--- config.mk ---
export PLATFORM = sky130hd
export DESIGN_NAME = aes_key_expander
export DESIGN_NICKNAME = d
export VERILOG_FILES = /design/src/rtl/aes_key_expander.sv
export SDC_FILE = /design/constraint.sdc
export NUM_CORES = 2
export LEC_CHECK = 0
export BUFFER_PORTS_ARGS = -buffer_cell sky130_fd_sc_hd__buf_2
export CAP_MARGIN = 5
export CORE_ASPECT_RATIO = 0.5
export CORE_MARGIN = 2
export CORE_UTILIZATION = 35
export CTS_CLUSTER_DIAMETER = 200
export DETAILED_ROUTE_END_ITERATION = 7
export HOLD_SLACK_MARGIN = 0.15
export PLACE_DENSITY_LB_ADDON = 0.1
export SYNTH_ARGS = -nofsm -noshare
export SYNTH_HDL_FRONTEND = slang
export SYNTH_SLANG_ARGS = --single-unit
--- constraint.sdc ---
create_clock -name clk -period 17.5 [get_ports clk]
set_clock_uncertainty 0.05 [all_clocks]
set_input_delay 2.625 -clock clk [delete_from_list [all_inputs] [get_ports clk]]
set_output_delay 2.625 -clock clk [all_outputs]
set_load 0.005 [all_outputs]
--- src/rtl/aes_key_expander.sv ---
// aes_key_expander: AES-256 key schedule feeding the round-key load port of
// AES_engine. Captures a 256-bit cipher key and emits the 15 round keys as
// round_number/key/load beats, one per cycle, pausing while engine_busy=1.
//
// Ports:
//   clk          system clock, rising edge
//   n_rst        asynchronous active-low reset
//   start        request expansion (sampled only in IDLE)
//   cipher_key   256-bit key, [255:224]=w0 .. [31:0]=w7
//   engine_busy  engine busy_out; stalls the schedule
//   round_number round index of current beat
//   key          round key of current beat, [127:96]=w[4i] .. [31:0]=w[4i+3]
//   load         beat valid
//   busy         high while the schedule is running
//   done         one-cycle pulse after round 14 has been loaded
//
// aes_sbox: forward AES S-box, one byte, combinational
//   a  input byte
//   s  substituted byte

module aes_sbox (
  input  logic [7:0] a,
  output logic [7:0] s
);

  function automatic logic [7:0] gf_mul(input logic [7:0] x, input logic [7:0] y);
    logic [7:0] p;
    logic [7:0] m;
    p = '0;
    m = x;
    for (int unsigned i = 0; i < 8; i++) begin
      if (y[i]) p = p ^ m;
      m = {m[6:0], 1'b0} ^ (m[7] ? 8'h1b : 8'h00);
    end
    return p;
  endfunction

  // Multiplicative inverse as x^254 (maps 0 to 0), then the affine transform.
  function automatic logic [7:0] sbox_fn(input logic [7:0] x);
    logic [7:0] sq;
    logic [7:0] inv;
    sq  = x;
    inv = 8'h01;
    for (int unsigned i = 1; i < 8; i++) begin
      sq  = gf_mul(sq, sq);
      inv = gf_mul(inv, sq);
    end
    return inv ^ {inv[6:0], inv[7]} ^ {inv[5:0], inv[7:6]}
               ^ {inv[4:0], inv[7:5]} ^ {inv[3:0], inv[7:4]} ^ 8'h63;
  endfunction

  assign s = sbox_fn(a);

endmodule

module aes_key_expander (
  input  logic         clk,
  input  logic         n_rst,
  input  logic         start,
  input  logic [255:0] cipher_key,
  input  logic         engine_busy,
  output logic [3:0]   round_number,
  output logic [127:0] key,
  output logic         load,
  output logic         busy,
  output logic         done
);

  typedef enum logic [1:0] {
    S_IDLE,
    S_EMIT,
    S_DONE
  } state_t;

  state_t       state;
  logic [3:0]   rnd;
  logic [127:0] hist_p2;
  logic [127:0] hist_p1;
  logic [127:0] next_key;
  logic [31:0]  sub_in;
  logic [31:0]  sub_out;
  logic [31:0]  t_word;
  logic [7:0]   rcon;
  logic [31:0]  n0, n1, n2, n3;

  for (genvar g = 0; g < 4; g++) begin : g_sbox
    aes_sbox u_sbox (
      .a (sub_in[8*g +: 8]),
      .s (sub_out[8*g +: 8])
    );
  end

  always_comb begin
    // Even rounds rotate the last word left by one byte; odd rounds do not.
    sub_in = rnd[0] ? hist_p1[31:0] : {hist_p1[23:0], hist_p1[31:24]};

    unique case (rnd[3:1])
      3'd1:    rcon = 8'h01;
      3'd2:    rcon = 8'h02;
      3'd3:    rcon = 8'h04;
      3'd4:    rcon = 8'h08;
      3'd5:    rcon = 8'h10;
      3'd6:    rcon = 8'h20;
      3'd7:    rcon = 8'h40;
      default: rcon = 8'h00;
    endcase

    t_word = sub_out ^ (rnd[0] ? 32'h0 : {rcon, 24'h0});
    n0 = hist_p2[127:96] ^ t_word;
    n1 = hist_p2[95:64]  ^ n0;
    n2 = hist_p2[63:32]  ^ n1;
    n3 = hist_p2[31:0]   ^ n2;

    // History is seeded with P2=key[255:128], P1=key[127:0]. Emitting P2 for
    // rounds 0 and 1 under the uniform P2<-P1, P1<-new shift swaps them twice,
    // leaving P2=round 0 and P1=round 1 when round 2 is derived.
    next_key = (rnd < 4'd2) ? hist_p2 : {n0, n1, n2, n3};
  end

  always_ff @(posedge clk or negedge n_rst) begin
    if (!n_rst) begin
      state        <= S_IDLE;
      rnd          <= '0;
      hist_p2      <= '0;
      hist_p1      <= '0;
      round_number <= '0;
      key          <= '0;
      load         <= 1'b0;
      busy         <= 1'b0;
      done         <= 1'b0;
    end else begin
      done <= 1'b0;
      unique case (state)
        S_IDLE: begin
          load <= 1'b0;
          if (start && !engine_busy) begin
            hist_p2 <= cipher_key[255:128];
            hist_p1 <= cipher_key[127:0];
            rnd     <= '0;
            busy    <= 1'b1;
            state   <= S_EMIT;
          end
        end
        S_EMIT: begin
          if (engine_busy) begin
            load <= 1'b0;
          end else begin
            key          <= next_key;
            round_number <= rnd;
            load         <= 1'b1;
            hist_p2      <= hist_p1;
            hist_p1      <= next_key;
            if (rnd == 4'd14) state <= S_DONE;
            else              rnd   <= rnd + 4'd1;
          end
        end
        S_DONE: begin
          load <= 1'b0;
          if (!engine_busy) begin
            done  <= 1'b1;
            busy  <= 1'b0;
            state <= S_IDLE;
          end
        end
        default: state <= S_IDLE;
      endcase
    end
  end

endmodule

== Yosys cells after proc, flatten, opt, wreduce, memory -nomap -nowiden ==
Index checks and enable logic that the tools add are counted.
Word-level totals
  input port bits: 260
  bits in writable memories: 0
  output and inout bits: 135
  bits in latches: 0
  bits in registers: 397
  word-level logic and storage cells: 1657
  bits in read-only memories: 0
  memories: 0
Cells by class
  reductions and logical operators: 12
  equal/unequal tests: 15
  divide/modulo/power cells: 0
  $add $sub $neg: 1
  shift-type cells: 0
  multipliers: 0
  $lt $le $gt $ge: 1
  bitwise logic cells: 782
  multiplexer cells: 837
Operator list (count)
  $xor A8 B8 Y8: 744
  $mux W8: 420
  $mux W5: 368
  $mux W128: 5
  $pmux W128 S2: 2
  $xor A32 B32 Y32: 5
  $mux W32: 2
  $pmux W7 S7: 1
  $mux W4: 7
  $mux W7: 4
  $not A1 Y1 const A: 28
  $mux W6: 4
  $mux W2: 8
  $not A4 Y4: 4
  $eq A3 B3 Y1 const B: 4
  $mux W3: 4
  $ne A2 B2 Y1 const B: 5
  $mux W1: 8
  $pmux W4 S2: 1
  $reduce_and A4 Y1: 2
  $eq A3 B2 Y1 const B: 2
  $pmux W2 S3: 1
  $reduce_and A3 Y1: 2
  $reduce_bool A2 Y1: 3
  other kinds (13): 14

== Logic depth before layout (Yosys ltp) ==
  depth after elaboration: 141
  mapped depth: 75
  mapped depth without buffers: 60

== Hierarchy ==
From an unflattened synthesis, not the netlist that was laid out.
Unflattened totals
  cell total of the unflattened synthesis: 9969
  area total of the unflattened synthesis: 81221.6 um2
Modules (own cells, without submodules)
  aes_sbox: area each 15220.8 um2, cells an instance 1942, instances 4, seq. area each 0.0 um2
  aes_key_expander: area each 20338.3 um2, cells an instance 2201, instances 1, seq. area each 9934.5 um2

== Worst setup path before layout ==
No wires, ideal clock.
  kind: flip-flop to flip-flop
  start point: register rnd[0]
  end point: register hist_p1[5]
  stages on the path, launching flop included: 64
  slack: 0.662 ns
  library setup time: 0.086 ns
  path buffers: 11
  clock period less this slack: 16.838 ns
  data required time: 17.364 ns
  arrival time: 16.702 ns
  cells stage by stage: dfrtp_1 -> buf_6 -> buf_8 -> buf_4 -> buf_6 -> buf_6 -> buf_4 -> buf_2 -> mux2_2 -> ha_1 -> buf_2 -> o21ai_0 -> a22oi_1 -> xnor3_1 -> inv_2 -> buf_1 -> clkbuf_1 -> buf_1 -> [... 28 more ...] -> xnor3_1 -> xnor3_1 -> xnor2_2 -> xor2_2 -> xnor2_1 -> nand2_1 -> xnor3_1 -> xnor3_1 -> xor3_1 -> xnor2_1 -> xnor2_1 -> xnor2_1 -> xor2_1 -> xnor2_1 -> nand2_1 -> xnor2_1 -> nor2_1 -> nor3_1
Between the ends
  longest elaborated chain between the ends: 138
  elaborated cells between the ends (all ways): 400
  classes of those cells: order compare: 1; mux: 207; bitwise: 192
RTL lines
  start: declaration: RTL line 76  | logic [3:0] rnd;
  start signal: assignment: RTL line 154  | else rnd <= rnd + 4'd1;
  $mux W32: RTL line 95  | sub_in = rnd[0] ? hist_p1[31:0] : {hist_p1[23:0], hist_p1[31:24]};
  $mux W5, or another cell as far along: RTL line 33  | m = {m[6:0], 1'b0} ^ (m[7] ? 8'h1b : 8'h00);
  $xor A8 B8 Y8, on equally long branches: RTL line 33, 32
  $xor A8 B8 Y8 or $mux W8 (tied branches): RTL line 32  | if (y[i]) p = p ^ m;
  $mux W8 or $xor A8 B8 Y8 (tied branches): RTL line 32
  $xor A8 B8 Y8 or $mux W8 (tied branches): RTL line 32
  $mux W8 or $xor A8 B8 Y8 (tied branches): RTL line 32
  $xor A8 B8 Y8 or $mux W8 (tied branches): RTL line 32
  [... 122 more ...]
  $xor A32 B32 Y32: RTL line 108  | t_word = sub_out ^ (rnd[0] ? 32'h0 : {rcon, 24'h0});
  $xor A32 B32 Y32: RTL line 109  | n0 = hist_p2[127:96] ^ t_word;
  $xor A32 B32 Y32: RTL line 110  | n1 = hist_p2[95:64] ^ n0;
  $xor A32 B32 Y32: RTL line 111  | n2 = hist_p2[63:32] ^ n1;
  $xor A32 B32 Y32: RTL line 112  | n3 = hist_p2[31:0] ^ n2;
  $mux W128 *: RTL line 117  | next_key = (rnd < 4'd2) ? hist_p2 : {n0, n1, n2, n3};
  $mux W128 *: RTL line 145  | if (engine_busy) begin
  $pmux W128 S2 *: RTL line 133  | unique case (state)
  end signal: assignment: RTL line 138  | hist_p1 <= cipher_key[127:0];
  end signal: assignment: RTL line 152  | hist_p1 <= next_key;
  end: declaration: RTL line 78  | logic [127:0] hist_p1;
Mark *: on every way between the ends. The rest lies on a longest branch, timed or not. The select of a mux whose other input is x is not followed.
A chain may end at the register's enable or synchronous reset.

== Final worst setup path ==
  start point: register rnd[0]
  end point: register hist_p1[22]
Between the ends
  longest elaborated chain between the ends: 138
  elaborated cells between the ends (all ways): 400
  classes of those cells: order compare: 1; mux: 207; bitwise: 192
RTL lines (RTL line)
  $mux W32: 95
  $mux W5: 33
  $xor A8 B8 Y8: 33
  $xor A8 B8 Y8: 32
  $mux W8: 32
  $xor A8 B8 Y8: 32
  $mux W8: 32
  $xor A8 B8 Y8: 32
  [... 122 more ...]
  $xor A32 B32 Y32: 108
  $xor A32 B32 Y32: 109
  $xor A32 B32 Y32: 110
  $xor A32 B32 Y32: 111
  $xor A32 B32 Y32: 112
  $mux W128 *: 117
  $mux W128 *: 145
  $pmux W128 S2 *: 133
Marks and branches as above.

==> metrics.txt <==
# TYPE chip_impl_metric gauge
chip_impl_info{name="run_status",value="finished clean"} 1
chip_impl_info{name="ys.flop_type",value="dfrtp_1"} 1
chip_impl_metric{name="track_usage",unit="%"} 26.5
chip_impl_metric{name="number_of_buffers_created_by_cts",unit=""} 50
chip_impl_metric{name="final_min_period_over_clock_period",unit="%"} 96.0
chip_impl_metric{name="fp-row-count",unit=""} 121
chip_impl_metric{name="area.growth.synth_to_final",unit="%"} 14.9
chip_impl_metric{name="crit_fanout",unit=""} 42
chip_impl_metric{name="clock_latency",unit="ns"} 0.60
chip_impl_metric{name="globalplace.congestion",unit=""} 0.940
chip_impl_metric{name="antenna_violations_before_repair",unit=""} 22
chip_impl_metric{name="worst_slew_pin_slew",unit="ns"} 1.40
chip_impl_info{name="yosys-top-cells-area",value="xnor2_1 19%, dfrtp_1 13%, xnor3_1 10%, nand2_1 6.7%, nor2_1 6.7%"} 1
chip_impl_metric{name="dp_hpwl",unit="um"} 232000
chip_impl_metric{name="ys.warnings.count",unit=""} 0
chip_impl_info{name="cts_tree",value="yes"} 1
chip_impl_metric{name="synth_top_area_share",unit="%"} 18.9
chip_impl_metric{name="layout_min_cycle_time",unit="ns"} 16.80
chip_impl_metric{name="drv_slew",unit=""} 0
chip_impl_metric{name="ys_async_sr_fraction",unit="%"} 100
chip_impl_metric{name="design.die.area",unit="um^2"} 224000
chip_impl_metric{name="clkSlewWorstSetupHoldPaths",unit="ns"} 0.06
chip_impl_metric{name="synth_area",unit="um^2"} 77100
chip_impl_metric{name="synth_fp_nets",unit=""} 10300
chip_impl_metric{name="tritoncts_num_sinks",unit=""} 397
chip_impl_metric{name="finalNonFillerCells",unit=""} 13400
chip_impl_metric{name="drtIter0Drc",unit=""} 6240
chip_impl_metric{name="route.antenna.remaining_nets",unit=""} 0
chip_impl_metric{name="globalRoute.totalOverflow",unit=""} 0
chip_impl_metric{name="cap_violations",unit=""} 0
chip_impl_info{name="slowest_stage",value="xnor3_2"} 1
chip_impl_metric{name="viasPerCell",unit=""} 5.49
chip_impl_metric{name="finalHoldViolCount",unit=""} 0
chip_impl_info{name="yosys.area.top_type",value="xnor2_1"} 1
chip_impl_metric{name="drt_first_pass_iters",unit=""} 5
chip_impl_info{name="worstSetupEndpointType",value="register"} 1
chip_impl_info{name="clock_tree.root_cell",value="clkbuf_16"} 1
chip_impl_metric{name="first_global_vias",unit=""} 70100
chip_impl_metric{name="io_buffer_count",unit=""} 394
chip_impl_metric{name="postRouteWirelength",unit="um"} 307000
chip_impl_metric{name="slew_headroom",unit="%"} 6.33
chip_impl_metric{name="critPathMaxStageDelay",unit="ns"} 0.58
chip_impl_metric{name="grt_first_pass_wirelength",unit="um"} 463000
chip_impl_metric{name="worst-endpoint-required",unit="ns"} 17.94
chip_impl_metric{name="route.vias.total",unit=""} 73800
chip_impl_metric{name="fmaxAchievable",unit="GHz"} 0.0595
chip_impl_metric{name="top_level_ports",unit=""} 395
chip_impl_metric{name="placeableCoreArea",unit="um^2"} 218000
chip_impl_metric{name="cts_htree_levels",unit=""} 2
chip_impl_metric{name="layout.nets",unit=""} 10700
chip_impl_metric{name="wire_per_inst",unit="um"} 22.9
chip_impl_metric{name="number_of_hold_repair_buffers_added_at_the_cts_stage",unit=""} 0
chip_impl_metric{name="layout_cell_share_with_drive_strength_beyond_1",unit="%"} 16.3
chip_impl_info{name="path_common_cell",value="xnor3_1"} 1
chip_impl_metric{name="final-setup-viol-count",unit=""} 0
chip_impl_metric{name="syn-mean-instance-area",unit="um^2"} 7.67
chip_impl_metric{name="clock_path_buffers",unit=""} 3
chip_impl_metric{name="post-place-cells",unit=""} 13300
chip_impl_metric{name="remaining_drc_errors",unit=""} 0
chip_impl_info{name="hold_class",value="reg2reg"} 1
chip_impl_metric{name="die_h",unit="um"} 336
chip_impl_info{name="timing.critical_path.from_type",value="register"} 1
chip_impl_metric{name="largest_net_degree_at_the_start_of_global_routing",unit=""} 175
chip_impl_metric{name="chipWidth",unit="um"} 668
chip_impl_metric{name="floorplan.initialDensity",unit="%"} 35.3
chip_impl_info{name="critPathKind",value="reg2reg"} 1
chip_impl_metric{name="synth_edf_count",unit=""} 0
chip_impl_metric{name="synth-seq-cells",unit=""} 397
chip_impl_metric{name="yosysSeqAreaShare",unit="%"} 12.9
chip_impl_metric{name="arrival_time_reported_for_the_critical_path_endpoint",unit="ns"} 17.24
chip_impl_metric{name="synth_cells",unit=""} 10000
chip_impl_metric{name="yosysUniqueCellTypes",unit=""} 115
[path summary, 6_finish.rpt]
path,start,to,slack (ns),depth (start not counted)
worst max-delay path,rnd[0]$_DFFE_PN0P_,hist_p1[22]$_DFFE_PN0P_,0.70,55
worst min-delay path,hist_p1[125]$_DFFE_PN0P_,hist_p1[125]$_DFFE_PN0P_,0.42,2
worst max register to register,rnd[0]$_DFFE_PN0P_,hist_p1[22]$_DFFE_PN0P_,0.70,55
worst min register to register,hist_p1[125]$_DFFE_PN0P_,hist_p1[125]$_DFFE_PN0P_,0.42,2
max in group asynchronous,n_rst,state[0]$_DFFE_PN0P_,12.38,4
min in group asynchronous,n_rst,key[53]$_DFFE_PN0P_,2.07,1
[cell usage after synthesis, drive strengths merged (22+ instances only)]
cell type,instances
xnor2,1745
nor2,1371
nand2,1369
o21ai,608
a21oi,521
clkbuf,513
xor2,498
dfrtp,397
xnor3,382
mux2i,262
nor3,250
a31oi,205
nand3,204
buf,203
o22ai,125
a211oi,105
inv,81
o211ai,78
xor3,68
or3,65
nor2b,62
mux2,59
nand2b,59
and2,58
a22oi,57
a221oi,45
and3,45
a32oi,33
nor4,33
o31ai,31
o21a,30
nand4,29
a211o,28
or2,28
o22a,27
o32ai,26
o311ai,25
a21o,23
o221ai,23
a311oi,22
[logic make-up after synthesis]
kind of cell	Yosys count	share of synthesized area, %
simple gates	3634	20.1
xor+xnor	2693	40.1
compound gates	2168	17.7
buf+inv	806	4.36
flops	397	12.9
mux	326	4.56
fa+ha+maj	21	0.341
[cell usage in the layout (no fill, tap or decap), types with 56 or more instances in the layout]
| cell type | count |
|---|---|
| nor2_1 | 1351 |
| xor2_2 | 63 |
| nand2_1 | 1365 |
| a22oi_1 | 57 |
| xnor3_1 | 325 |
| xnor2_2 | 193 |
| and2_1 | 56 |
| a21oi_1 | 512 |
| o211ai_1 | 78 |
| o22ai_1 | 123 |
| a31oi_1 | 203 |
| nand2b_1 | 58 |
| xnor2_1 | 1523 |
| nor3_1 | 246 |
| nand3_1 | 204 |
| a211oi_1 | 99 |
| mux2i_1 | 243 |
| nor2b_1 | 61 |
| buf_2 | 393 |
| o21ai_0 | 566 |
| buf_4 | 650 |
| inv_1 | 68 |
| dfrtp_1 | 395 |
| or3_1 | 64 |
| xor2_1 | 426 |
[sequential cells by signal, indices dropped and copies added, names as in the netlist]
| name | flops |
|---|---|
| busy | 1 |
| done | 1 |
| hist_p1 | 128 |
| hist_p2 | 128 |
| key | 128 |
| load | 1 |
| rnd | 4 |
| round_number | 4 |
| state | 2 |
[layout make-up]
type / instances / area (um^2)
fill: 22700 / 130000
clock inverter: 14 / 143
inverter: 90 / 340
tap: 2952 / 3690
antenna: 8 / 20.0
sequential: 397 / 9940
multi-input combinational: 8843 / 65800
clock buffer: 73 / 1480
timing repair buffer: 1054 / 7080
[through the flow]
stage | setup TNS, ns | setup slack (ns) | hold slack [ns] | cell area, um^2 | utilization, %
3_5_place_dp | -32.52 | -0.856 | 0.415 | 85000 | 38.9
2_1_floorplan | 0 | 0.662 | 0.398 | 77100 | -
5_1_grt | -0.340 | -0.0749 | 0.441 | 88500 | 40.6
6_report | 0 | 0.704 | 0.423 | 88500 | 40.6
4_1_cts | 0 | 0.00194 | 0.427 | 87000 | 39.9
3_3_place_gp | -33.02 | -0.863 | 0.410 | 85000 | 38.9
[critical path, delay by kind of cell, from the launching register on]
family | cells | cell delay (ns)
compound gates | 6 | 1.40
xor+xnor | 30 | 9.75
fa+ha+maj | 1 | 0.39
buf+inv | 8 | 1.86
flops | 1 | 0.55
mux | 1 | 0.37
simple gates | 9 | 2.20
[routing by layer]
layer  global-route usage, %  part of all wire, %
met1                    38.5                   47
met2                    42.4                   45
met5                       0                0.057
met4                    5.65                  2.4
met3                    2.37                  5.5
[timing repair]
item                                    CTS  global route
hold endpoints to repair                  0             0
endpoints found under the setup margin  100           255
gates cloned                              1             1
pin swaps                                 5            29
setup buffers                             8            37
gates resized for setup                  56           191
Power is not shown: default switching activity piles up to over one toggle a cycle in this logic, so the estimate is an artifact.
